## config.mk

```make
export PLATFORM = sky130hd
export DESIGN_NAME = reg_wb_writer
export DESIGN_NICKNAME = d
export VERILOG_FILES = /design/src/rtl/reg_wb_writer_pkg.sv /design/src/rtl/wb_load_fifo.sv /design/src/rtl/reg_wb_writer.sv
export SDC_FILE = /design/constraint.sdc
export NUM_CORES = 1
export LEC_CHECK = 0
export BUFFER_PORTS_ARGS = -buffer_cell sky130_fd_sc_hd__buf_2
export CAP_MARGIN = 40
export CORE_ASPECT_RATIO = 0.5
export CORE_UTILIZATION = 53
export CTS_BUF_LIST = sky130_fd_sc_hd__clkbuf_8
export CTS_CLUSTER_DIAMETER = 60
export DETAILED_ROUTE_END_ITERATION = 12
export GPL_ROUTABILITY_DRIVEN = 0
export HOLD_SLACK_MARGIN = 0.05
export PLACE_DENSITY = 0.89
export SYNTH_ARGS = -nofsm -noshare
export SYNTH_HDL_FRONTEND = slang
export SYNTH_SLANG_ARGS = --single-unit
```

## constraint.sdc

```tcl
create_clock -name CLK -period 3.2 [get_ports CLK]
set_clock_uncertainty 0.2 [all_clocks]
set_input_delay 0.96 -clock CLK [delete_from_list [all_inputs] [get_ports CLK]]
set_output_delay 0.96 -clock CLK [all_outputs]
set_load 0.01 [all_outputs]
```

## src/rtl/reg_wb_writer_pkg.sv

```systemverilog
// reg_wb_writer_pkg: shared widths, writeback request record and zero-register helpers
package reg_wb_writer_pkg;
    localparam int REG_ADDR_W = 5;
    localparam int DATA_W     = 32;
    localparam logic [REG_ADDR_W-1:0] ZERO_REG = '0;

    typedef struct packed {
        logic [REG_ADDR_W-1:0] rd;
        logic [DATA_W-1:0]     data;
    } wb_req_t;

    function automatic logic rd_hit(
        input logic                  vld,
        input logic [REG_ADDR_W-1:0] rd,
        input logic [REG_ADDR_W-1:0] q
    );
        return vld && (q != ZERO_REG) && (rd == q);
    endfunction
endpackage

```

## src/rtl/wb_load_fifo.sv

```systemverilog
// wb_load_fifo: synchronous FIFO of writeback requests with a per-entry rd/valid view
module wb_load_fifo
    import reg_wb_writer_pkg::*;
#(
    parameter  int DEPTH = 4,
    localparam int PW    = $clog2(DEPTH)
) (
    input  logic                                 clk_i,
    input  logic                                 rst_ni,
    input  logic                                 push_i,
    input  wb_req_t                              req_i,
    input  logic                                 pop_i,
    output wb_req_t                              head_o,
    output logic                                 full_o,
    output logic                                 empty_o,
    output logic [PW:0]                          count_o,
    output logic [DEPTH-1:0]                     vld_o,
    output logic [DEPTH-1:0][REG_ADDR_W-1:0]     rd_o
);
    wb_req_t       mem_q [DEPTH];
    logic [PW-1:0] wp_q, rp_q;
    logic [PW:0]   cnt_q;
    logic          do_push, do_pop;

    assign full_o  = cnt_q == (PW+1)'(DEPTH);
    assign empty_o = cnt_q == '0;
    assign count_o = cnt_q;
    assign head_o  = mem_q[rp_q];
    assign do_push = push_i && !full_o;
    assign do_pop  = pop_i && !empty_o;

    always_ff @(posedge clk_i or negedge rst_ni) begin
        if (!rst_ni) begin
            wp_q  <= '0;
            rp_q  <= '0;
            cnt_q <= '0;
        end else begin
            if (do_push) wp_q <= wp_q + PW'(1);
            if (do_pop) rp_q <= rp_q + PW'(1);
            cnt_q <= cnt_q + (PW+1)'(do_push) - (PW+1)'(do_pop);
        end
    end

    always_ff @(posedge clk_i) begin
        if (do_push) mem_q[wp_q] <= req_i;
    end

    // An entry is live when its distance from the read pointer is below the occupancy.
    for (genvar g = 0; g < DEPTH; g++) begin : g_view
        logic [PW-1:0] off;
        assign off      = PW'(g) - rp_q;
        assign vld_o[g] = {1'b0, off} < cnt_q;
        assign rd_o[g]  = mem_q[g].rd;
    end
endmodule

```

## src/rtl/reg_wb_writer.sv

```systemverilog
// reg_wb_writer: merges ALU and buffered load results onto the register-file write port
module reg_wb_writer
    import reg_wb_writer_pkg::*;
#(
    parameter  int LQ_DEPTH     = 4,
    parameter  int STARVE_LIMIT = 3,
    localparam int CW           = $clog2(LQ_DEPTH) + 1,
    localparam int SW           = $clog2(STARVE_LIMIT + 1)
) (
    input  logic                  CLK,
    input  logic                  Reset,
    input  logic                  alu_valid,
    output logic                  alu_ready,
    input  logic [REG_ADDR_W-1:0] alu_rd,
    input  logic [DATA_W-1:0]     alu_data,
    input  logic                  mem_valid,
    output logic                  mem_ready,
    input  logic [REG_ADDR_W-1:0] mem_rd,
    input  logic [DATA_W-1:0]     mem_data,
    input  logic [REG_ADDR_W-1:0] q_rs,
    input  logic [REG_ADDR_W-1:0] q_rt,
    output logic                  pend_rs,
    output logic                  pend_rt,
    output logic                  RegWre,
    output logic [REG_ADDR_W-1:0] writeReg,
    output logic [DATA_W-1:0]     writeData,
    output logic [CW-1:0]         lq_count
);
    wb_req_t                               head, grant_req;
    logic                                  full, empty, alu_grant, lq_push, lq_pop;
    logic [LQ_DEPTH-1:0]                   ent_vld;
    logic [LQ_DEPTH-1:0][REG_ADDR_W-1:0]   ent_rd;
    logic [SW-1:0]                         starve_q, starve_d;
    logic                                  we_q, we_d;
    logic [REG_ADDR_W-1:0]                 wreg_q, wreg_d;
    logic [DATA_W-1:0]                     wdata_q, wdata_d;

    wb_load_fifo #(.DEPTH(LQ_DEPTH)) u_lq (
        .clk_i   (CLK),
        .rst_ni  (Reset),
        .push_i  (lq_push),
        .req_i   ({mem_rd, mem_data}),
        .pop_i   (lq_pop),
        .head_o  (head),
        .full_o  (full),
        .empty_o (empty),
        .count_o (lq_count),
        .vld_o   (ent_vld),
        .rd_o    (ent_rd)
    );

    assign alu_ready = Reset && (empty || starve_q != SW'(STARVE_LIMIT));
    assign mem_ready = Reset && !full;
    assign alu_grant = alu_valid && alu_ready;
    assign lq_pop    = Reset && !alu_grant && !empty;
    assign lq_push   = mem_valid && mem_ready;
    assign grant_req = alu_grant ? {alu_rd, alu_data} : head;

    // Writes to r0 still consume their grant but never reach the register file.
    always_comb begin
        starve_d = (lq_pop || empty) ? '0
                 : (alu_grant && starve_q != SW'(STARVE_LIMIT)) ? starve_q + SW'(1) : starve_q;
        we_d     = (alu_grant || lq_pop) && grant_req.rd != ZERO_REG;
        wreg_d   = we_d ? grant_req.rd : wreg_q;
        wdata_d  = we_d ? grant_req.data : wdata_q;
    end

    always_ff @(posedge CLK or negedge Reset) begin
        if (!Reset) begin
            starve_q <= '0;
            we_q     <= 1'b0;
            wreg_q   <= '0;
            wdata_q  <= '0;
        end else begin
            starve_q <= starve_d;
            we_q     <= we_d;
            wreg_q   <= wreg_d;
            wdata_q  <= wdata_d;
        end
    end

    assign RegWre    = we_q;
    assign writeReg  = wreg_q;
    assign writeData = wdata_q;

    always_comb begin
        pend_rs = rd_hit(we_q, wreg_q, q_rs);
        pend_rt = rd_hit(we_q, wreg_q, q_rt);
        for (int i = 0; i < LQ_DEPTH; i++) begin
            pend_rs = pend_rs | rd_hit(ent_vld[i], ent_rd[i], q_rs);
            pend_rt = pend_rt | rd_hit(ent_vld[i], ent_rd[i], q_rt);
        end
    end
endmodule

```

==> reports/qor.txt <==
==========================================================================================
Result of the run ........................................................... finished with violations
Failing checks .............................................................. setup timing
Root cell of the clock tree ................................................. sky130_fd_sc_hd__clkbuf_8
Number of violations of the max-capacitance limit ...........................            0
Number of cells on the critical path ........................................            9
Hold path start ............................................................. writeData[19]$_DFFE_PN0P_
Power density over the cells ................................................  835 nW/um^2
Simple-gate share of the synthesized area ...................................       0.0288
Uppermost layer routed ......................................................         met5
Die extent in y .............................................................      92.1 um
Series of cell instances along the critical path ............................ xnor2_2, inv_2, ha_4, a21oi_4, buf_6, o2111ai_2, nor3_2, o22a_1, buf_2
Skew-Pair Late Insertion Delay ..............................................      0.45 ns
Data arrival time of the critical path ......................................      2.22 ns
Average cell area after synthesis ...........................................    18.1 um^2
Unrepaired setup endpoints after global routing .............................         true
Startpoint of the worst-slack reg-to-reg timing path ........................ u_lq.rp_q[0]$_DFFE_PN0P_
CP required .................................................................      2.04 ns
Num Clock Sinks .............................................................          195
First-pass iteration count of the detailed router ...........................            4
Min cycle time layout .......................................................      3.38 ns
Top cell type's share of synthesized area ...................................        0.516
Number of cells traversed by the worst register-to-register path ............            7
Max clock buf depth .........................................................            2
Total of buffers placed on input and output ports ...........................          132
Transition time at the pin with the least slew margin .......................     0.517 ns
Routed len/inst .............................................................      21.7 um
Synthesized Nets ............................................................          575
Post-Synth XOR/XNOR Area ....................................................       0.0570
Kind of critical path .......................................................   reg -> out
Total chip power ............................................................      8.50 mW
Seq/Total Area, Yosys .......................................................        0.653
DP HPWL .....................................................................     12500 um
Largest area contributor in the synthesized netlist ......................... sky130_fd_sc_hd__edfxtp_1
Syn Std Cell Area ...........................................................    8610 um^2
Number of instances in the synthesized netlist ..............................          475
Total number of vias ........................................................         4881
Register-to-Register Setup Slack ............................................      0.34 ns
Antenna-violating nets left .................................................            0
Met2 wire length ............................................................      9430 um
Post-synthesis compound-gate area fraction ..................................       0.0186
Dominant cells by area after synthesis ...................................... sky130_fd_sc_hd__edfxtp_1 (52%), sky130_fd_sc_hd__dfrtp_1 (14%), sky130_fd_sc_hd__mux4_2 (9.7%), sky130_fd_sc_hd__mux2_2 (5.6%), sky130_fd_sc_hd__mux2_4 (5.1%)
Endpoint class of the critical path .........................................  output port
Die W .......................................................................       182 um
Clock edge transition at the registers on the reported setup and hold paths .      0.09 ns
Maximum operating frequency .................................................      296 MHz
Hold Path Sink .............................................................. writeData[19]$_DFFE_PN0P_
CP max FO ...................................................................            2
Yosys Warn Count ............................................................            0
Number of global-route vias before repair ...................................         5195
Post-synthesis cell type count ..............................................           42
Primary FF master, synth .................................................... sky130_fd_sc_hd__edfxtp_1
Share of synthesized registers carrying an async set or reset ...............        0.241
Remaining Overflow, GRT .....................................................            0
Hold violation total from the final report ..................................            0
Post-Synth Adder-Cell Area ..................................................       0.0183
GRT Total Usage .............................................................        0.233
Violation count after the first detailed-route iteration ....................          283
Maximum VDD drop ............................................................   0.000409 V
Count of antenna diodes in the layout .......................................            0
Dominant combinational cell family by area after synthesis .................. multiplexers
Bufs and invs on worst path .................................................            3
Wire length of the first global-routing pass ................................     28600 um
Met3 wire len ...............................................................      1030 um
Number of DRC violations after detailed routing .............................            0
Synthesis-to-finish area growth .............................................        18.2%
Multiplexer area fraction after synthesis ...................................        0.204
Type of element launching the critical path .................................    flip-flop
Pin count of the biggest net entering global routing ........................           43
Routed metal-1 wirelength ...................................................      7550 um
Delay of the slowest cell on the worst path .................................      0.45 ns
List of most frequent post-synthesis cells .................................. sky130_fd_sc_hd__edfxtp_1 (148), sky130_fd_sc_hd__dfrtp_1 (47), sky130_fd_sc_hd__mux2_2 (43), sky130_fd_sc_hd__mux4_2 (37), sky130_fd_sc_hd__xor2_1 (35)
Hold Path Cell Cnt ..........................................................            1
Number of buffers inserted by hold repair at cts ............................            0
H-tree levels ...............................................................            4
CTS tree ....................................................................         done
Fraction of layout cells with a size suffix above 1 .........................        0.503
I/O pin count ...............................................................          133
Final setup vio count .......................................................            2
Antenna violations before repair ............................................            1
Worst slew slack as a fraction of its limit .................................        0.655
Area inside the core boundary ...............................................   15600 um^2
DIE AREA ....................................................................   16800 um^2
Final period util ...........................................................         1.06
Slowest stage cell, crit path ............................................... sky130_fd_sc_hd__dfrtp_2
Fin worst setup slack .......................................................    -0.184 ns
Nets ........................................................................          727
Synthesis-stage register bit count ..........................................          195
Standby leakage power .......................................................      3.91 nW
Critical path's top delay family ............................................   flip-flops
Num rows ....................................................................           32
Vias/cell ...................................................................         5.78
Initial core utilization ....................................................        0.551
Class of the tightest hold or removal check .................................   reg -> reg
Number of synthesized flops with an enable pin ..............................          148
Cell with the most instances after synthesis ................................ sky130_fd_sc_hd__edfxtp_1
Drt total wl ................................................................     18300 um
Number of buffers inserted during clock tree synthesis ......................           17
Max Transition Viols Final ..................................................            0
Setup TNS ...................................................................    -0.295 ns
Endpoint of the worst register-to-register path ............................. writeData[26]$_DFFE_PN0P_
==========================================================================================
-- cell families (layout without fill, tap and decap cells) --
logic type / Yosys count / count (layout)
compound gates: 22 / 22
xor+xnor: 56 / 56
fa+ha+maj: 12 / 12
buf+inv: 37 / 202
flops: 195 / 195
mux: 109 / 109
simple gates: 44 / 44
-- metal layers --
| layer | GRT usage | vias to the layer above |
|---|---|---|
| li1 | - | 2143 |
| met1 | 0.305 | 2529 |
| met2 | 0.394 | 177 |
| met3 | 0.0485 | 30 |
| met4 | 0.0714 | 2 |
| met5 | 0 | - |
-- metrics by stage --
step / std cells / utilization / setup slack [ns] / area (um^2) / hold WS (ns)
6_report: 844 / 0.651 / -0.184 / 10200 / 0.309
5_1_grt: 844 / 0.651 / -0.288 / 10200 / 0.339
4_1_cts: 842 / 0.648 / -0.218 / 10100 / 0.312
3_5_place_dp: 803 / 0.614 / -0.0418 / 9580 / 0.289
3_3_place_gp: 803 / 0.614 / 0.0336 / 9580 / 0.285
2_1_floorplan: 475 / - / 0.100 / 8610 / 0.309
-- layout by cell type, fill, tap and decap left out, types with 3 or more instances in the layout --
master,n
sky130_fd_sc_hd__buf_4,23
sky130_fd_sc_hd__buf_2,132
sky130_fd_sc_hd__dfrtp_2,3
sky130_fd_sc_hd__ha_1,9
sky130_fd_sc_hd__xor2_1,35
sky130_fd_sc_hd__nand4_1,6
sky130_fd_sc_hd__inv_6,3
sky130_fd_sc_hd__bufinv_16,3
sky130_fd_sc_hd__nand3_1,3
sky130_fd_sc_hd__dfrtp_1,44
sky130_fd_sc_hd__mux2_2,43
sky130_fd_sc_hd__and3_2,4
sky130_fd_sc_hd__mux2_4,29
sky130_fd_sc_hd__inv_1,9
sky130_fd_sc_hd__mux4_2,37
sky130_fd_sc_hd__nand2_1,6
sky130_fd_sc_hd__buf_12,4
sky130_fd_sc_hd__edfxtp_1,148
sky130_fd_sc_hd__a21oi_1,3
sky130_fd_sc_hd__xnor2_1,20
sky130_fd_sc_hd__clkbuf_8,21
sky130_fd_sc_hd__nor3_1,8
-- sequential cells by signal (all words and copies together) (netlist names) --
signal / flops
writeReg: 5
u_lq.mem_q: 148
u_lq.wp_q: 2
writeData: 32
u_lq.rp_q: 2
u_lq.count_o: 3
RegWre: 1
starve_q: 2
-- final cells by class --
cell class	count	area (um^2)
Clock buffer	21	289
Clock inverter	11	146
Fill cell	1097	5440
Inverter	10	41.3
Multi-Input combinational cell	243	2890
Sequential cell	195	5620
Tap cell	204	255
Timing Repair Buffer	160	925
-- how the worst max path moves through the flow --
stage                                   startpoint       to
after floorplan           u_lq.rp_q[0]$_DFFE_PN0P_  pend_rt
after CTS                 u_lq.rp_q[0]$_DFFE_PN0P_  pend_rt
after global routing      u_lq.rp_q[0]$_DFFE_PN0P_  pend_rt
after detailed placement                   q_rs[3]  pend_rs
final                     u_lq.rp_q[0]$_DFFE_PN0P_  pend_rt
after global placement                     q_rs[3]  pend_rs
-- report_power, final --
| group | internal, mW | total [mW] | switching, mW |
|---|---|---|---|
| sequential | 3.24 | 3.60 | 0.351 |
| clock | 0.861 | 1.68 | 0.823 |
| combinational | 1.75 | 3.22 | 1.47 |
-- repair_timing --
| item | 4_1_cts | 5_1_grt |
|---|---|---|
| buffers inserted | 7 | 2 |
| gates resized for setup | 7 | 9 |
| pin swaps | 7 | 9 |
| setup endpoints to repair | 2 | 3 |
No activity file was read; power rests on OpenSTA's default activity.
